**src/rtl/range_counter_pkg.sv**
```systemverilog
// Shared types for the range counter: counting mode, controller state and
// the depth of the reset-release synchroniser.
package range_counter_pkg;

  typedef enum logic [1:0] {
    WRAP    = 2'd0,
    SAT     = 2'd1,
    ONESHOT = 2'd2
  } mode_t;

  typedef enum logic [1:0] {
    INIT = 2'd0,
    RUN  = 2'd1,
    DONE = 2'd2
  } state_t;

  localparam int RST_SYNC_STAGES = 2;

  // The unused encoding 3 behaves exactly like WRAP.
  function automatic mode_t decode_mode(input mode_t m);
    case (m)
      SAT:     return SAT;
      ONESHOT: return ONESHOT;
      default: return WRAP;
    endcase
  endfunction

endpackage

```
**src/rtl/range_counter_next.sv**
```systemverilog
// Combinational next-count logic: one extra bit of headroom so that running
// past a bound is detected as a terminal event instead of a modular wrap.
module range_counter_next
  import range_counter_pkg::*;
#(
  parameter int DATA_WIDTH = 32
) (
  input  logic [DATA_WIDTH-1:0] cur,
  input  logic                  up,
  input  mode_t                 mode,
  input  logic [DATA_WIDTH-1:0] step,
  input  logic [DATA_WIDTH-1:0] lower_bound,
  input  logic [DATA_WIDTH-1:0] upper_bound,
  output logic [DATA_WIDTH-1:0] next_val,
  output logic                  ovf,
  output logic                  oor
);

  logic [DATA_WIDTH:0] step_ext;
  logic [DATA_WIDTH:0] sum;
  logic [DATA_WIDTH:0] diff;
  logic                raw_ovf;

  always_comb begin
    step_ext = {1'b0, step};
    if (step == '0) step_ext = {{DATA_WIDTH{1'b0}}, 1'b1};

    sum  = {1'b0, cur} + step_ext;
    diff = {1'b0, cur} - step_ext;

    oor = (cur < lower_bound) || (cur > upper_bound);

    // A borrow into the top bit of diff means we went below zero.
    if (up) raw_ovf = (sum > {1'b0, upper_bound});
    else    raw_ovf = diff[DATA_WIDTH] || (diff[DATA_WIDTH-1:0] < lower_bound);

    ovf = raw_ovf && !oor;

    if (oor) begin
      next_val = up ? lower_bound : upper_bound;
    end else if (ovf) begin
      if (mode == WRAP) next_val = up ? lower_bound : upper_bound;
      else              next_val = up ? upper_bound : lower_bound;
    end else begin
      next_val = up ? sum[DATA_WIDTH-1:0] : diff[DATA_WIDTH-1:0];
    end
  end

endmodule

```
**src/rtl/range_counter.sv**
```systemverilog
// Bounded up/down counter with wrap, saturate and one-shot modes, terminal
// count pulse, saturating wrap counter and synchronised reset release.
module range_counter
  import range_counter_pkg::*;
#(
  parameter int DATA_WIDTH = 32,
  parameter int WRAP_W     = 8
) (
  input  logic                  clk,
  input  logic                  rst,
  input  logic                  en,
  input  logic                  up,
  input  mode_t                 mode,
  input  logic [DATA_WIDTH-1:0] step,
  input  logic [DATA_WIDTH-1:0] lower_bound,
  input  logic [DATA_WIDTH-1:0] upper_bound,
  input  logic                  load,
  input  logic [DATA_WIDTH-1:0] load_value,
  output logic [DATA_WIDTH-1:0] out,
  output logic                  tc,
  output logic [WRAP_W-1:0]     wrap_cnt,
  output logic                  done,
  output logic                  bound_err
);

  function automatic logic [DATA_WIDTH-1:0] clamp_val(
    input logic [DATA_WIDTH-1:0] v,
    input logic [DATA_WIDTH-1:0] lo,
    input logic [DATA_WIDTH-1:0] hi
  );
    if (v < lo) return lo;
    if (v > hi) return hi;
    return v;
  endfunction

  logic [RST_SYNC_STAGES-1:0] rst_sync_q, rst_sync_d;
  logic                       rst_n;

  state_t                state_q, state_d;
  logic [DATA_WIDTH-1:0] out_q, out_d;
  logic                  tc_q, tc_d;
  logic [WRAP_W-1:0]     wrap_q, wrap_d;

  mode_t                 mode_dec;
  logic [DATA_WIDTH-1:0] next_val;
  logic [DATA_WIDTH-1:0] target;
  logic                  ovf;
  logic                  oor;

  // Assertion is immediate; release ripples through the synchroniser.
  always_comb rst_sync_d = {rst_sync_q[RST_SYNC_STAGES-2:0], 1'b1};

  always_ff @(posedge clk or negedge rst) begin
    if (!rst) rst_sync_q <= '0;
    else      rst_sync_q <= rst_sync_d;
  end

  assign rst_n     = rst_sync_q[RST_SYNC_STAGES-1];
  assign mode_dec  = decode_mode(mode);
  assign bound_err = (lower_bound > upper_bound);
  assign target    = up ? upper_bound : lower_bound;

  range_counter_next #(
    .DATA_WIDTH (DATA_WIDTH)
  ) u_next (
    .cur         (out_q),
    .up          (up),
    .mode        (mode_dec),
    .step        (step),
    .lower_bound (lower_bound),
    .upper_bound (upper_bound),
    .next_val    (next_val),
    .ovf         (ovf),
    .oor         (oor)
  );

  always_comb begin
    state_d = state_q;
    out_d   = out_q;
    tc_d    = 1'b0;
    wrap_d  = wrap_q;

    case (state_q)
      INIT: begin
        out_d   = up ? lower_bound : upper_bound;
        state_d = RUN;
      end
      default: begin
        if (bound_err) begin
          // Inconsistent bounds: freeze everything until they are fixed.
          state_d = state_q;
        end else if (load) begin
          out_d   = clamp_val(load_value, lower_bound, upper_bound);
          state_d = RUN;
        end else if (en && (state_q == RUN)) begin
          out_d = next_val;
          case (mode_dec)
            SAT: begin
              tc_d = !oor && (next_val == target) && (out_q != target);
            end
            ONESHOT: begin
              if (ovf) begin
                tc_d    = 1'b1;
                state_d = DONE;
              end
            end
            default: begin
              if (ovf || oor) begin
                tc_d   = 1'b1;
                wrap_d = (&wrap_q) ? wrap_q : wrap_q + 1'b1;
              end
            end
          endcase
        end
      end
    endcase
  end

  always_ff @(posedge clk or negedge rst_n) begin
    if (!rst_n) begin
      state_q <= INIT;
      out_q   <= '0;
      tc_q    <= 1'b0;
      wrap_q  <= '0;
    end else begin
      state_q <= state_d;
      out_q   <= out_d;
      tc_q    <= tc_d;
      wrap_q  <= wrap_d;
    end
  end

  assign out      = out_q;
  assign tc       = tc_q;
  assign wrap_cnt = wrap_q;
  assign done     = (state_q == DONE);

endmodule

```
**config.mk**
```make
export PLATFORM = sky130hd
export DESIGN_NAME = range_counter
export DESIGN_NICKNAME = d
export VERILOG_FILES = /design/src/rtl/range_counter_pkg.sv /design/src/rtl/range_counter_next.sv /design/src/rtl/range_counter.sv
export SDC_FILE = /design/constraint.sdc
export NUM_CORES = 1
export LEC_CHECK = 0
export BUFFER_PORTS_ARGS = -buffer_cell sky130_fd_sc_hd__buf_2
export CAP_MARGIN = 0
export CORE_ASPECT_RATIO = 1.25
export CORE_MARGIN = 4
export CORE_UTILIZATION = 35
export DETAILED_ROUTE_END_ITERATION = 16
export PLACE_DENSITY_LB_ADDON = 0.1
export SETUP_SLACK_MARGIN = 0.2
export SLEW_MARGIN = 40
export SYNTH_ARGS = -nofsm -noshare
export SYNTH_HDL_FRONTEND = slang
export SYNTH_HIERARCHICAL = 1
export SYNTH_SLANG_ARGS = --single-unit
```
**constraint.sdc**
```tcl
create_clock -name clk -period 5.1 [get_ports clk]
set_input_delay 0.765 -clock clk [delete_from_list [all_inputs] [get_ports clk]]
set_output_delay 0.765 -clock clk [all_outputs]
set_load 0.01 [all_outputs]
```
* Word level (Yosys, flattened, before mapping) *
Cells that the tools add are included.

word-level totals
  register bits after elaboration = 45
  output and inout port bits = 43
  logic and storage cells = 87
  bits of input ports = 135

operators by class
  reduce and logical (&&, ||, !) cells = 19
  order comparisons = 7
  eq/ne operators = 9
  bitwise logic cells = 5
  muxes and demuxes = 39
  add/subtract/negate cells = 3

operators by type and width
  kind                 count
  $mux 32              15
  $gt 32x32->1         3
  $lt 32x32->1         3
  $add 32x32->33       1
  $gt 33x32->1         1
  $sub 32x32->33       1
  $eq 32x32->1         1
  $logic_not 32->1     1
  $ne 32x32->1         1
  $mux 1               16
  $mux 2               6
  $reduce_bool 3->1    3
  $add 8x1->8 const B  1
  $reduce_and 8->1     1
  $reduce_and 7->1     1
  $eq 2x1->1 const B   3
  $eq 2x2->1 const B   3
  $not 1->1            5
  $logic_and 1x1->1    4
  $logic_not 2->1      2
  $pmux 2 s2           1
  $reduce_and 4->1     1
  $logic_or 1x1->1     3
  $ne 2x1->1 const B   1
  other kinds (4)      4

* Logic depth before layout (Yosys ltp) *
  depth in word-level cells = 17
  depth in mapped cells = 34
  depth with buffers taken out = 32

* Modules after synthesis *
Netlist, hierarchy kept.

modules (own cells, without submodules)
  module              instances  area an instance (um2)  cells each  sequential area each (um2)
  range_counter_next  1          8042.7                  1163        0.0
  range_counter       1          6901.6                  793         1126.1

* Least setup slack after synthesis *
Ideal clock, no wire load.

  path type = input-to-reg
  from = in step[25]
  to = reg tc_q, in the netlist tc
  data required time = 5.013 ns
  path buffers = 2
  arrival = 6.248 ns
  setup time = 0.087 ns
  slack = -1.235 ns
  stages on the path = 31
  cells stage by stage = nor4_1 nand4_1 o21bai_1 ha_1 inv_1 fa_1 a21o_1 a221oi_4 o21a_1 o211a_1 o21ai_0 a311oi_1 xnor2_1 ha_1 nand2_1 nor2_1 nor4b_1 a21oi_1 o41ai_1 a32oi_2 buf_6 a22oi_2 buf_4 nor2_1 a221oi_1 xnor2_1 nor4_1 nand4_1 nor4_1 a31oi_1 nor3_1

between the ends
  word-level cells in the longest chain between the ends = 17
  elaborated cells between the ends (all ways) = 23
  those cells by class = 2 x add/sub; 2 x order compare; 1 x eq/ne; 12 x mux; 6 x reduce/logical

RTL lines
  what                                 line                      source
  start: declaration                   range_counter.sv:14       input logic [DATA_WIDTH-1:0] step,
  $logic_not 32->1                     range_counter_next.sv:26  if (step == '0) step_ext = {{DATA_WIDTH{1'b0}}, 1'b1};
  $mux 32 (*)                          range_counter_next.sv:26
  $sub 32x32->33                       range_counter_next.sv:29  diff = {1'b0, cur} - step_ext;
  $lt 32x32->1                         range_counter_next.sv:35  else raw_ovf = diff[DATA_WIDTH] || (diff[DATA_WIDTH-1:0] < lower_bound);
  $logic_or 1x1->1                     range_counter_next.sv:35
  $mux 1                               range_counter_next.sv:34  if (up) raw_ovf = (sum > {1'b0, upper_bound});
  $logic_and 1x1->1                    range_counter_next.sv:37  ovf = raw_ovf && !oor;
  $mux 32 (*)                          range_counter_next.sv:41  end else if (ovf) begin
  [... 1 more ...]                     -
  named net next_val[22]               range_counter.sv:45       logic [DATA_WIDTH-1:0] next_val;
  $eq 32x32->1 (*)                     range_counter.sv:99       tc_d = !oor && (next_val == target) && (out_q != target);
  $logic_and 1x1->1 (*) (2 in series)  range_counter.sv:99
  $pmux 1 s2 (*)                       range_counter.sv:97       case (mode_dec)
  $mux 1 (*)                           range_counter.sv:95       end else if (en && (state_q == RUN)) begin
  $mux 1 (*)                           range_counter.sv:92       end else if (load) begin
  $mux 1 (*)                           range_counter.sv:89       if (bound_err) begin
  $mux 1 (*)                           range_counter.sv:83       case (state_q)
  named net tc_d                       range_counter.sv:41       logic tc_q, tc_d;
  end signal: assignment               range_counter.sv:128      tc_q <= tc_d;
  end: declaration                     range_counter.sv:41

The timed path passes the listed nets; every way through them passes the cells marked *.
A chain may end at the register's enable or synchronous reset.

* Worst setup path after layout *
  from = in step[26]
  to = reg tc_q, in the netlist tc

Same word-level chain as after synthesis.

==> results.txt <==
status - finished with violations
failing checks - setup timing
routability congestion estimate - 0.977
Sink Count - 45
CORE AREA - 42,100 sq um
VDD IR max - 0.247 mV
R2R depth - 34
largest net degree at the start of global routing - 101
final instance area - 20,900 sq um
DP HPWL - 59,400 microns
Core Rows - 84
grt total ovfl - 0
fin. max-slew vios - 0
post-DR wirelength/cell - 23.3 microns
register area - 1130 sq um
CP Max Fanout - 6
CP max stage delay - 0.33 ns
CTS clk-pin slew, worst paths - 0.10 ns
die area - 46,100 sq um
Final Power - 11.4 mW
CTS H-tree depth - 2
CP Class - in -> reg
EDFF count, synth - 0
R2R Setup Slk - -1.50 ns
syn nets - 2,382
Final Hold Viols - 0
Vias - 17,100
post-synthesis cell count - 1,956
FFs w/ async S/R, synth - 1.00
Avg Cell Area, Syn - 7.64 sq um
first-pass GRT wire length - 105,000 microns
Worst slew margin - 0.456
number of nets in the layout - 2,933
required time of the critical path - 5.39 ns
final wirelength - 71,500 microns
Port-buffer cells - 177
Main synth FF type - dfrtp_1
Max-cap violations - 0
P_leak - 10.5 nW
total CTS buffers - 5
initial antenna violation count - 0
placed instance area - 19,500 sq um
Routed Antenna Nets - 0
Max Clk Rate - 0.140 GHz
commonest non-fill, non-tap cell in the layout - buf_4
arrival time of the worst setup path - 7.41 ns
buffer depth of the longest clock path - 2
FF-to-FF End - tc
CP max-delay cell - fa_2
Setup-failing EPs final - 43
Setup WS post-layout - -2.02 ns
final worst path period share - 1.40
Cell Pwr Density - 544 nW/um^2
Multi-input gate area - 13,400 sq um
gr usage total - 0.304
CP Capture Type - flop
die height - 239 microns
most used cell, CP - buf_4
Mapped Area - 14,900 sq um
vias in the first global route - 17,200
Synth cell types - 79
Yosys reg bits - 45
Vias per Instance - 5.57
initial drt markers - 1,095
drt drc - 0
fin util - 0.497
commonest non-fill, non-tap cells in the layout - buf_4, ha_1, inv_1, buf_2, a21oi_1
number of fill cells - 4,325
register area share after synthesis - 0.0754
synthesis-to-finish area growth - 40.1%
Critical Path Start - step[26]
r2r startpoint - out[2]
CTS tree - built
Die Wd - 193 microns
starting density of the core - 0.355
clock latency on the worst-skew pair - 0.36 ns
startpoint types - input port
Ys Warns - 6
Root Driver - clkbuf_16
Tmin final - 7.12 ns
Hold Crit Class - in -> async
final setup skew - 0.0187 ns
RSZ-0062 raised after global routing - true
drt first pass iters - 6
num ports - 178
layout cell share with drive strength beyond 1 - 0.343
Worst Max-Slew Pin Slew - 0.809 ns
[synthesized netlist by cell type, types with 30 or more instances]
| cell | instances | area [sq um] |
|---|---|---|
| ha_1 | 289 | 3620 |
| inv_1 | 199 | 747 |
| a21oi_1 | 190 | 951 |
| mux2i_1 | 129 | 1290 |
| o21ai_0 | 119 | 596 |
| nand2_1 | 101 | 379 |
| nor2_1 | 97 | 364 |
| xnor2_1 | 85 | 744 |
| clkbuf_1 | 83 | 312 |
| nand4_1 | 59 | 369 |
| xor2_1 | 52 | 455 |
| o211ai_1 | 49 | 368 |
| dfrtp_1 | 45 | 1130 |
| a21o_1 | 37 | 278 |
| nand3_1 | 36 | 180 |
| nand3b_1 | 35 | 263 |
| nor4_1 | 31 | 194 |
| nor3_1 | 30 | 150 |
| o221ai_2 | 30 | 450 |
[state kept, by name, summed over array words and instances, names as in the netlist]
name        count
tc              1
state_q         2
out            32
rst_sync_q      2
wrap_cnt        8
[through the flow]
stage          worst slack, ns  hold slack, ns  std cells  TNS [ns]
2_1_floorplan           -0.967           0.331       1956    -16.25
3_3_place_gp             -3.19           0.338       3010   -102.67
3_5_place_dp             -3.10           0.347       3010    -99.17
4_1_cts                  -2.00           0.152       3048    -61.69
5_1_grt                  -2.55           0.156       3067    -86.24
6_report                 -2.02           0.168       3068    -65.02
[logic make-up (layout without fill, tap and decap cells)]
logic type / after synthesis / after routing / share of synthesized area
flip-flops: 45 / 45 / 0.0754
other: 1 / 2 / 0.000251
buffers and inverters: 324 / 876 / 0.0911
adder cells (fa/ha/maj): 291 / 291 / 0.245
AND/OR/NAND/NOR: 451 / 451 / 0.156
XOR/XNOR: 137 / 137 / 0.0803
AO/OA/AOI/OAI: 571 / 571 / 0.261
multiplexers: 136 / 136 / 0.0917
[critical path: cells and delay by family]
family | cells | cell delay (ns)
AO/OA/AOI/OAI | 17 | 3.03
buffers and inverters | 8 | 0.97
adder cells (fa/ha/maj) | 3 | 0.71
AND/OR/NAND/NOR | 9 | 1.62
XOR/XNOR | 2 | 0.29
[cell type report]
cell class,instances,area share
diodes,1,0.000120
clock buffers,5,0.00598
clock inverters,3,0.00227
inverters,201,0.0360
multi-input cells,1587,0.638
flip-flops and latches,45,0.0538
well taps,559,0.0334
repair buffers,667,0.231
[routing by layer]
metal  wire, microns  track usage  vias up  part of all wire
li1                -            -     8284                 -
met1           27300        0.345     8101              0.38
met2           36400        0.551      539              0.51
met3            2780       0.0257      161             0.039
met4            5030        0.174        0             0.070
met5               0            0        -                 0
[how the worst max path moves through the flow]
stage | end | slack, ns | cells past startpoint
floorplan | tc | -0.97 | 31
global placement | tc | -3.19 | 35
detailed placement | tc | -3.10 | 35
CTS | tc | -2.00 | 34
global route | tc | -2.55 | 40
finish | tc | -2.02 | 39
[timing repair]
item,4_1_cts,5_1_grt
endpoints found under the hold margin,0,0
buffers inserted,28,19
gates resized for setup,132,43
pin swaps,50,50
endpoints found under the setup margin,43,43
cloned,2,0
hold buffers,0,0
[power breakdown]
part           total, mW  switching (mW)  internal [mW]  leakage (nW)
Clock              0.481           0.243          0.238        0.0848
Sequential         0.693           0.212          0.480         0.555
Combinational       10.2            5.34           4.88          9.90
Total               11.4            5.79           5.60          10.5
(Power assumes the default switching activity.)
